### src/rtl/fp_scaleb16_arb.sv
// Round-robin front end that shares one LAT-deep FP16 scaleb pipeline among NREQ requesters.
// Issued ops are tagged through the pipe and their results land in per-requester result FIFOs.
module fp_scaleb16_arb #(
  parameter int NREQ   = 4,
  parameter int LAT    = 2,
  parameter int RDEPTH = 2
) (
  input  logic                 clk,
  input  logic                 rst_n,
  input  logic                 ce,
  input  logic [NREQ-1:0]      req_valid,
  output logic [NREQ-1:0]      req_ready,
  input  logic [16*NREQ-1:0]   req_a,
  input  logic [16*NREQ-1:0]   req_b,
  output logic [NREQ-1:0]      resp_valid,
  input  logic [NREQ-1:0]      resp_ready,
  output logic [16*NREQ-1:0]   resp_o,
  output logic                 su_ce,
  output logic [15:0]          su_a,
  output logic [15:0]          su_b,
  input  logic [15:0]          su_o,
  output logic                 busy
);
  localparam int IDW = (NREQ > 1) ? $clog2(NREQ) : 1;
  localparam int AW  = (RDEPTH > 1) ? $clog2(RDEPTH) : 1;
  localparam int CW  = $clog2(RDEPTH + 1);

  logic [IDW-1:0]  ptr_r;
  logic [LAT-1:0]  tag_vld_r;
  logic [IDW-1:0]  tag_id_r [LAT];
  logic [CW-1:0]   cnt_r    [NREQ];
  logic [CW-1:0]   fill_r   [NREQ];
  logic [AW-1:0]   wptr_r   [NREQ];
  logic [AW-1:0]   rptr_r   [NREQ];
  logic [15:0]     mem_r    [NREQ][RDEPTH];

  logic [NREQ-1:0] elig_s;
  logic [NREQ-1:0] grant_s;
  logic [NREQ-1:0] wr_s;
  logic [NREQ-1:0] pop_s;
  logic            grant_any_s;
  logic [IDW-1:0]  grant_idx_s;
  logic [IDW:0]    idx_s;
  logic            retire_s;

  function automatic logic [AW-1:0] ptr_inc(input logic [AW-1:0] p);
    return (RDEPTH == 1) ? {AW{1'b0}} : p + 1'b1;
  endfunction

  // Per-requester eligibility, FIFO status, write/pop strobes and busy.
  always_comb begin
    retire_s   = ce & tag_vld_r[LAT-1];
    elig_s     = '0;
    resp_valid = '0;
    pop_s      = '0;
    wr_s       = '0;
    resp_o     = '0;
    busy       = 1'b0;
    for (int i = 0; i < NREQ; i++) begin
      // cnt covers in-flight plus queued ops, so a grant can never overflow the FIFO.
      elig_s[i]        = rst_n & ce & req_valid[i] & (cnt_r[i] < CW'(RDEPTH));
      resp_valid[i]    = (fill_r[i] != '0);
      pop_s[i]         = resp_valid[i] & resp_ready[i];
      wr_s[i]          = retire_s & (tag_id_r[LAT-1] == IDW'(i));
      resp_o[16*i +: 16] = resp_valid[i] ? mem_r[i][rptr_r[i]] : 16'h0000;
      busy             = busy | (cnt_r[i] != '0);
    end
  end

  // Round-robin search starting at ptr_r, wrapping modulo NREQ.
  always_comb begin
    grant_any_s = 1'b0;
    grant_idx_s = '0;
    idx_s       = '0;
    for (int k = 0; k < NREQ; k++) begin
      idx_s = {1'b0, ptr_r} + (IDW+1)'(k);
      idx_s = (idx_s >= (IDW+1)'(NREQ)) ? idx_s - (IDW+1)'(NREQ) : idx_s;
      grant_idx_s = (!grant_any_s && elig_s[idx_s[IDW-1:0]]) ? idx_s[IDW-1:0] : grant_idx_s;
      grant_any_s = grant_any_s | elig_s[idx_s[IDW-1:0]];
    end
  end

  // Grant vector and operand steering to the shared unit.
  always_comb begin
    grant_s = '0;
    for (int i = 0; i < NREQ; i++) begin
      grant_s[i] = grant_any_s & (grant_idx_s == IDW'(i));
    end
    req_ready = grant_s;
    su_ce     = ce;
    su_a      = grant_any_s ? req_a[16*grant_idx_s +: 16] : 16'h0000;
    su_b      = grant_any_s ? req_b[16*grant_idx_s +: 16] : 16'h0000;
  end

  // Pointer, tag pipeline, credit counters and FIFO bookkeeping.
  always_ff @(posedge clk or negedge rst_n) begin
    if (!rst_n) begin
      ptr_r     <= '0;
      tag_vld_r <= '0;
      for (int s = 0; s < LAT; s++) begin
        tag_id_r[s] <= '0;
      end
      for (int i = 0; i < NREQ; i++) begin
        cnt_r[i]  <= '0;
        fill_r[i] <= '0;
        wptr_r[i] <= '0;
        rptr_r[i] <= '0;
      end
    end else begin
      if (grant_any_s) begin
        ptr_r <= (grant_idx_s == IDW'(NREQ - 1)) ? '0 : grant_idx_s + 1'b1;
      end
      // Tags advance in lockstep with the unit, which only moves when ce is high.
      if (ce) begin
        tag_vld_r[0] <= grant_any_s;
        tag_id_r[0]  <= grant_idx_s;
        for (int s = 1; s < LAT; s++) begin
          tag_vld_r[s] <= tag_vld_r[s-1];
          tag_id_r[s]  <= tag_id_r[s-1];
        end
      end
      for (int i = 0; i < NREQ; i++) begin
        case ({grant_s[i], pop_s[i]})
          2'b10:   cnt_r[i] <= cnt_r[i] + 1'b1;
          2'b01:   cnt_r[i] <= cnt_r[i] - 1'b1;
          default: cnt_r[i] <= cnt_r[i];
        endcase
        case ({wr_s[i], pop_s[i]})
          2'b10:   fill_r[i] <= fill_r[i] + 1'b1;
          2'b01:   fill_r[i] <= fill_r[i] - 1'b1;
          default: fill_r[i] <= fill_r[i];
        endcase
        if (wr_s[i]) begin
          wptr_r[i] <= ptr_inc(wptr_r[i]);
        end
        if (pop_s[i]) begin
          rptr_r[i] <= ptr_inc(rptr_r[i]);
        end
      end
    end
  end

  // Result storage; contents are only observable while the FIFO is non-empty.
  always_ff @(posedge clk) begin
    for (int i = 0; i < NREQ; i++) begin
      if (wr_s[i]) begin
        mem_r[i][wptr_r[i]] <= su_o;
      end
    end
  end

endmodule

### config.mk
export PLATFORM = sky130hd
export DESIGN_NAME = fp_scaleb16_arb
export DESIGN_NICKNAME = d
export VERILOG_FILES = /design/src/rtl/fp_scaleb16_arb.sv
export SDC_FILE = /design/constraint.sdc
export NUM_CORES = 1
export LEC_CHECK = 0
export CAP_MARGIN = 20
export CELL_PAD_IN_SITES_DETAIL_PLACEMENT = 0
export CELL_PAD_IN_SITES_GLOBAL_PLACEMENT = 2
export CORE_UTILIZATION = 29
export DETAILED_ROUTE_END_ITERATION = 6
export HOLD_SLACK_MARGIN = 0.05
export PLACE_DENSITY = 0.84
export SYNTH_ARGS = -nofsm -noshare
export SYNTH_HDL_FRONTEND = slang
export SYNTH_SLANG_ARGS = --single-unit
export TNS_END_PERCENT = 5
### constraint.sdc
create_clock -name clk -period 2.6 [get_ports clk]
set_input_delay 0.39 -clock clk [delete_from_list [all_inputs] [get_ports clk]]
set_output_delay 0.39 -clock clk [all_outputs]
set_load 0.02 [all_outputs]
==> flow_results.org <==
** Worst setup path
- Worst setup EP type :: output port
- The critical path crosses 8 cells after its start point.
- By startpoint and endpoint, the worst setup path is classified as flop to output port.
- The largest single stage delay on the critical path is 0.41 ns.
- Total buffers and inverters traversed by the critical path :: 3
- Critical path required time :: 2.21 ns
- Measured in cells, the most critical reg-to-reg path has a length of 9.
- The signal on the critical path passes through nand4b_1 -> o211ai_1 -> a22o_4 -> buf_12 -> buf_4 -> mux2i_1 -> o22ai_1 -> buf_2.
- Kind of start point of the critical path :: flop
- On the critical path the largest part of the delay comes from compound AO/OA/AOI/OAI gates.
- Highest-delay cell along the critical path :: sky130_fd_sc_hd__dfrtp_1
- Largest fanout of any net on the critical path :: 7
- For the worst setup path, the data arrival time is approximately 2.3 ns.

** Die
- In this run the horizontal extent of the chip is between 150 and 200 microns.
- Num rows :: 57
- Die area :: approximately 0.026 sq mm
- Height of the die :: around 160 microns
- For this configuration, the core starts out at a cell density of 0.2991.
- roughly 260 I/O pins were placed.
- Area of the core :: 0.02453 sq mm

** Clock tree
- Number of sinks on the clock net :: 160
- Clock-pin slew was measured on the worst setup and hold paths at roughly 0.06 ns.
- CTS built an H-tree with a depth of 4.
- TritonCTS clock tree :: built
- Hold-fix buffer count after cts :: 0
- No sink is reached through more buffers than the 2 on the longest clock path.
- The later pin in the worst-skew pair is clocked with a latency of ~0.42 ns.
- Root cell of the clock tree :: sky130_fd_sc_hd__clkbuf_16
- The number of clock buffers added by TritonCTS is 17.

** Route
- Routed via count :: between 5000 and 6000
- After detailed routing, the number of vias per cell comes to roughly 4.6.
- Summed over all layers, the routed wires come to between 20000 and 25000 microns.
- Once detail routing completed, the nets flagged for antenna violations numbered 0.
- Routed len/inst :: roughly 18 microns
- Detailed-routing iteration count for the pre-antenna-repair pass :: 4
- For this run, design rule violations remaining after detail routing come to 0.
- After the first detailed-routing iteration, the DRC count stood at about 240.

** Power and ir drop
- Leakage :: between 4 and 5 nW
- Combinational Power Share :: 0.467
- In this run the power density over the cells is a little under 1000 mW/mm^2.
- Final Power :: 10.97 mW
- The analysis attributes to net switching a power of between 3 and 4 mW.
- Switching share of total power :: 0.3467
- The share of total power dissipated in sequential elements is 0.312.
- Internal power consumption :: roughly 7.2 mW
- Worst-case vdd ir drop :: 0.4459 mV
- Of the total power, the clock network draws 0.221.

** Yosys
- Count of flip-flops with a built-in enable after synthesis :: roughly 130
- Seq cells post-synth :: 160
- The number of nets handed over by synthesis was ~700.
- Most used DFF post-synth :: sky130_fd_sc_hd__edfxtp_1
- The synthesized netlist occupies a cell area of ~0.0073 sq mm.
- Yosys warns :: 0
- Syn avg cell area :: approximately 14 sq um
- Post-synthesis async set-or-reset flop share :: 0.2000
- Gate count after technology mapping :: between 500 and 600
- Sequential cell area fraction in the yosys report :: 0.6329
- Unique cell type count in the Yosys netlist :: 35

** Layout
- Total number of nets in the final design :: between 900 and 1000
- Relative to the synthesized area, the layout overhead comes to 54.37%.
- Footprint of the multi-input gates :: between 0.002 and 0.003 sq mm
- Number of filler cells placed in the layout :: 2242
- Post-Layout Inst Area :: between 0.01 and 0.015 sq mm
- Excluding fillers, the count of instances in the completed layout stands at between 1000 and 1500.
- Of the cells placed in the final design, the portion with a size suffix greater than 1 is 0.1578.
- The sequential cells in the finished layout cover a total of between 0.004 and 0.005 sq mm.

** Global routing
- Residual overflow from global routing :: 0
- Gr usage total :: 0.1616
- The initial antenna violation count is 0.
- Entering global routing, the biggest net connects 19 pins.
- Number of global-route vias before repair :: 5563
- First-pass GRT wire length :: roughly 31000 microns

** Place
- Cell total after placement :: ~1100
- Routability Congestion :: about 0.82
- Prior to clock tree synthesis, the placed netlist has a worst setup slack of -0.6661 ns.
- Estimated wirelength of the detail-placed design :: approximately 15000 microns
- Input and output buffers added on the ports amount to 260.
- Summing all placed instances gives a cell area of 0.01063 sq mm.

** STA
- Slew Limit Headroom :: 0.7088
- The number of max-slew violations in the final report was 0.
- Sum of negative setup slack :: -1.797 ns
- The smallest clock period supported by the final layout is computed as between 2 and 3 ns.
- Unrepaired setup endpoints after global routing :: yes
- Final worst slack :: -0.07776 ns
- Post-route clock period utilization :: 1.030
- Setup violations remaining at the end of the flow were counted as 32.
- Count of endpoints failing hold in the final timing report :: 0
- Between clock sinks in the finished design, the worst skew comes to around 0.0067 ns.
- Fmax :: approximately 0.37 GHz
- Worst slew pin tran :: ~0.44 ns

** Min path
- Worst min-delay path category :: input port to asynchronous set/reset pin

** Job
- Max-cap violations :: 0

** Outcome
- The run finished, with violations left.
- Violations in the final reports :: setup timing
stage by stage:
step / util / hold slack [ns]
after floorplan: - / 0.09441
after global placement: 0.4334 / 0.4558
after detailed placement: 0.4334 / 0.4581
after CTS: 0.4586 / 0.1071
after global routing: 0.4616 / 0.1290
final: 0.4618 / 0.1213
worst paths after layout:
kind                                   to  startpoint  slack, ns
worst min register to register  fill_r[3]   fill_r[3]       0.47
max in group asynchronous       wptr_r[1]       rst_n       2.26
worst max-delay path              su_b[1]    cnt_r[5]      -0.08
min in group clk                fill_r[3]   fill_r[3]       0.47
worst min-delay path             cnt_r[5]       rst_n       0.12
worst max register to register   cnt_r[1]    cnt_r[3]       0.22
layer usage:
layer | GRT usage | up-vias | wire (microns)
met5 | 0 | - | 0
met3 | 0.03441 | 27 | 984
met2 | 0.2739 | 148 | 10480
li1 | - | 2570 | -
met1 | 0.2046 | 2606 | 8921
met4 | 0.05317 | 0 | 381
worst reg2reg max path, stage by stage (launching register included):
cell and delay (ns):
sky130_fd_sc_hd__dfrtp_1 0.40, sky130_fd_sc_hd__and4b_1 0.27, sky130_fd_sc_hd__o211ai_1 0.11, sky130_fd_sc_hd__a22o_4 0.30
sky130_fd_sc_hd__buf_12 0.16, sky130_fd_sc_hd__or2_2 0.31, sky130_fd_sc_hd__buf_4 0.14, sky130_fd_sc_hd__ha_1 0.31
sky130_fd_sc_hd__nor2_1 0.15, sky130_fd_sc_hd__xor2_1 0.16
power groups by stage:
stage | clock network, mW | logic [mW] | registers, mW
3_5_place_dp | 0 | 5.09 | 3.46
3_3_place_gp | 0 | 5.07 | 3.45
5_1_grt | 2.58 | 5.46 | 3.46
6_report | 2.43 | 5.12 | 3.42
4_1_cts | 2.48 | 5.15 | 3.42
2_1_floorplan | 0 | 2.79 | 3.38
logic make-up (layout without fill, tap and decap cells):
kind of cell,Yosys count,count (layout),synth area share
other,0,1,0
multiplexers,131,131,0.1792
flip-flops,160,160,0.6329
AND/OR/NAND/NOR,114,114,0.06889
buffers and inverters,44,360,0.02779
XOR/XNOR,32,32,0.03819
AO/OA/AOI/OAI,44,44,0.03939
adder cells (fa/ha/maj),8,8,0.01364
synth_stat cells, types with 2 or more instances:
| library cell | n | area [sq um] |
|---|---|---|
| sky130_fd_sc_hd__nand4b_1 | 4 | 35.03 |
| sky130_fd_sc_hd__buf_4 | 2 | 15.01 |
| sky130_fd_sc_hd__ha_1 | 8 | 100.1 |
| sky130_fd_sc_hd__clkbuf_1 | 11 | 41.29 |
| sky130_fd_sc_hd__inv_1 | 15 | 56.30 |
| sky130_fd_sc_hd__o21ai_0 | 4 | 20.02 |
| sky130_fd_sc_hd__and4b_1 | 2 | 20.02 |
| sky130_fd_sc_hd__dfrtp_1 | 32 | 800.8 |
| sky130_fd_sc_hd__edfxtp_1 | 128 | 3844 |
| sky130_fd_sc_hd__nand2b_1 | 2 | 12.51 |
| sky130_fd_sc_hd__mux2_2 | 3 | 33.78 |
| sky130_fd_sc_hd__xor2_1 | 13 | 113.9 |
| sky130_fd_sc_hd__and3_1 | 2 | 12.51 |
| sky130_fd_sc_hd__o22ai_1 | 32 | 200.2 |
| sky130_fd_sc_hd__buf_6 | 2 | 22.52 |
| sky130_fd_sc_hd__nor3_1 | 2 | 10.01 |
| sky130_fd_sc_hd__nand2_1 | 5 | 18.77 |
| sky130_fd_sc_hd__nor4_1 | 2 | 12.51 |
| sky130_fd_sc_hd__o211ai_1 | 2 | 15.01 |
| sky130_fd_sc_hd__mux2i_1 | 128 | 1281 |
| sky130_fd_sc_hd__nor2b_1 | 6 | 37.54 |
| sky130_fd_sc_hd__buf_2 | 13 | 65.06 |
| sky130_fd_sc_hd__o221a_2 | 2 | 22.52 |
| sky130_fd_sc_hd__nor2_1 | 83 | 311.6 |
| sky130_fd_sc_hd__nand3_1 | 2 | 10.01 |
| sky130_fd_sc_hd__xnor2_1 | 19 | 166.4 |
final cells by class:
class	instances	area share
diodes	1	0.0002209
clock buffers	21	0.03888
clock inverters	11	0.01237
inverters	15	0.004970
multi-input cells	329	0.2248
flip-flops and latches	160	0.4100
well taps	324	0.03579
repair buffers	313	0.2730
state kept, by name (all words and copies together) (netlist names):
name	flops
wptr_r	4
cnt_r	8
tag_id_r	4
rptr_r	4
tag_vld_r	2
mem_r	128
fill_r	8
ptr_r	2
timing repair:
action	in CTS	in global routing
cloned	3	0
pin swaps	7	6
setup buffers	3	0
setup endpoints to repair	36	37
resized for setup	162	21
layout by cell type (no fill, tap or decap), types with 2 or more instances in the layout:
master,instances
sky130_fd_sc_hd__and3_1,2
sky130_fd_sc_hd__bufinv_16,3
sky130_fd_sc_hd__buf_12,10
sky130_fd_sc_hd__nand4b_1,4
sky130_fd_sc_hd__mux2_2,3
sky130_fd_sc_hd__clkbuf_1,4
sky130_fd_sc_hd__mux2i_1,124
sky130_fd_sc_hd__o221a_2,2
sky130_fd_sc_hd__clkdlybuf4s15_2,3
sky130_fd_sc_hd__buf_6,2
sky130_fd_sc_hd__nand2_1,4
sky130_fd_sc_hd__ha_1,8
sky130_fd_sc_hd__nor3_1,2
sky130_fd_sc_hd__o22ai_2,2
sky130_fd_sc_hd__nor2b_1,6
sky130_fd_sc_hd__and4b_1,2
sky130_fd_sc_hd__inv_1,14
sky130_fd_sc_hd__mux2i_2,3
sky130_fd_sc_hd__clkbuf_16,17
sky130_fd_sc_hd__xnor2_1,19
sky130_fd_sc_hd__nor4_1,2
sky130_fd_sc_hd__clkdlybuf4s50_1,222
sky130_fd_sc_hd__o211ai_1,2
sky130_fd_sc_hd__edfxtp_1,128
sky130_fd_sc_hd__buf_2,13
sky130_fd_sc_hd__clkinv_2,3
sky130_fd_sc_hd__dfrtp_1,32
sky130_fd_sc_hd__xor2_1,13
sky130_fd_sc_hd__bufbuf_16,2
sky130_fd_sc_hd__buf_4,57
sky130_fd_sc_hd__nor2_1,83
sky130_fd_sc_hd__nand3_1,2
sky130_fd_sc_hd__clkinvlp_4,3
sky130_fd_sc_hd__nand2b_1,2
sky130_fd_sc_hd__o21ai_0,4
sky130_fd_sc_hd__o22ai_1,30
No activity file was read; power rests on OpenSTA's default activity.
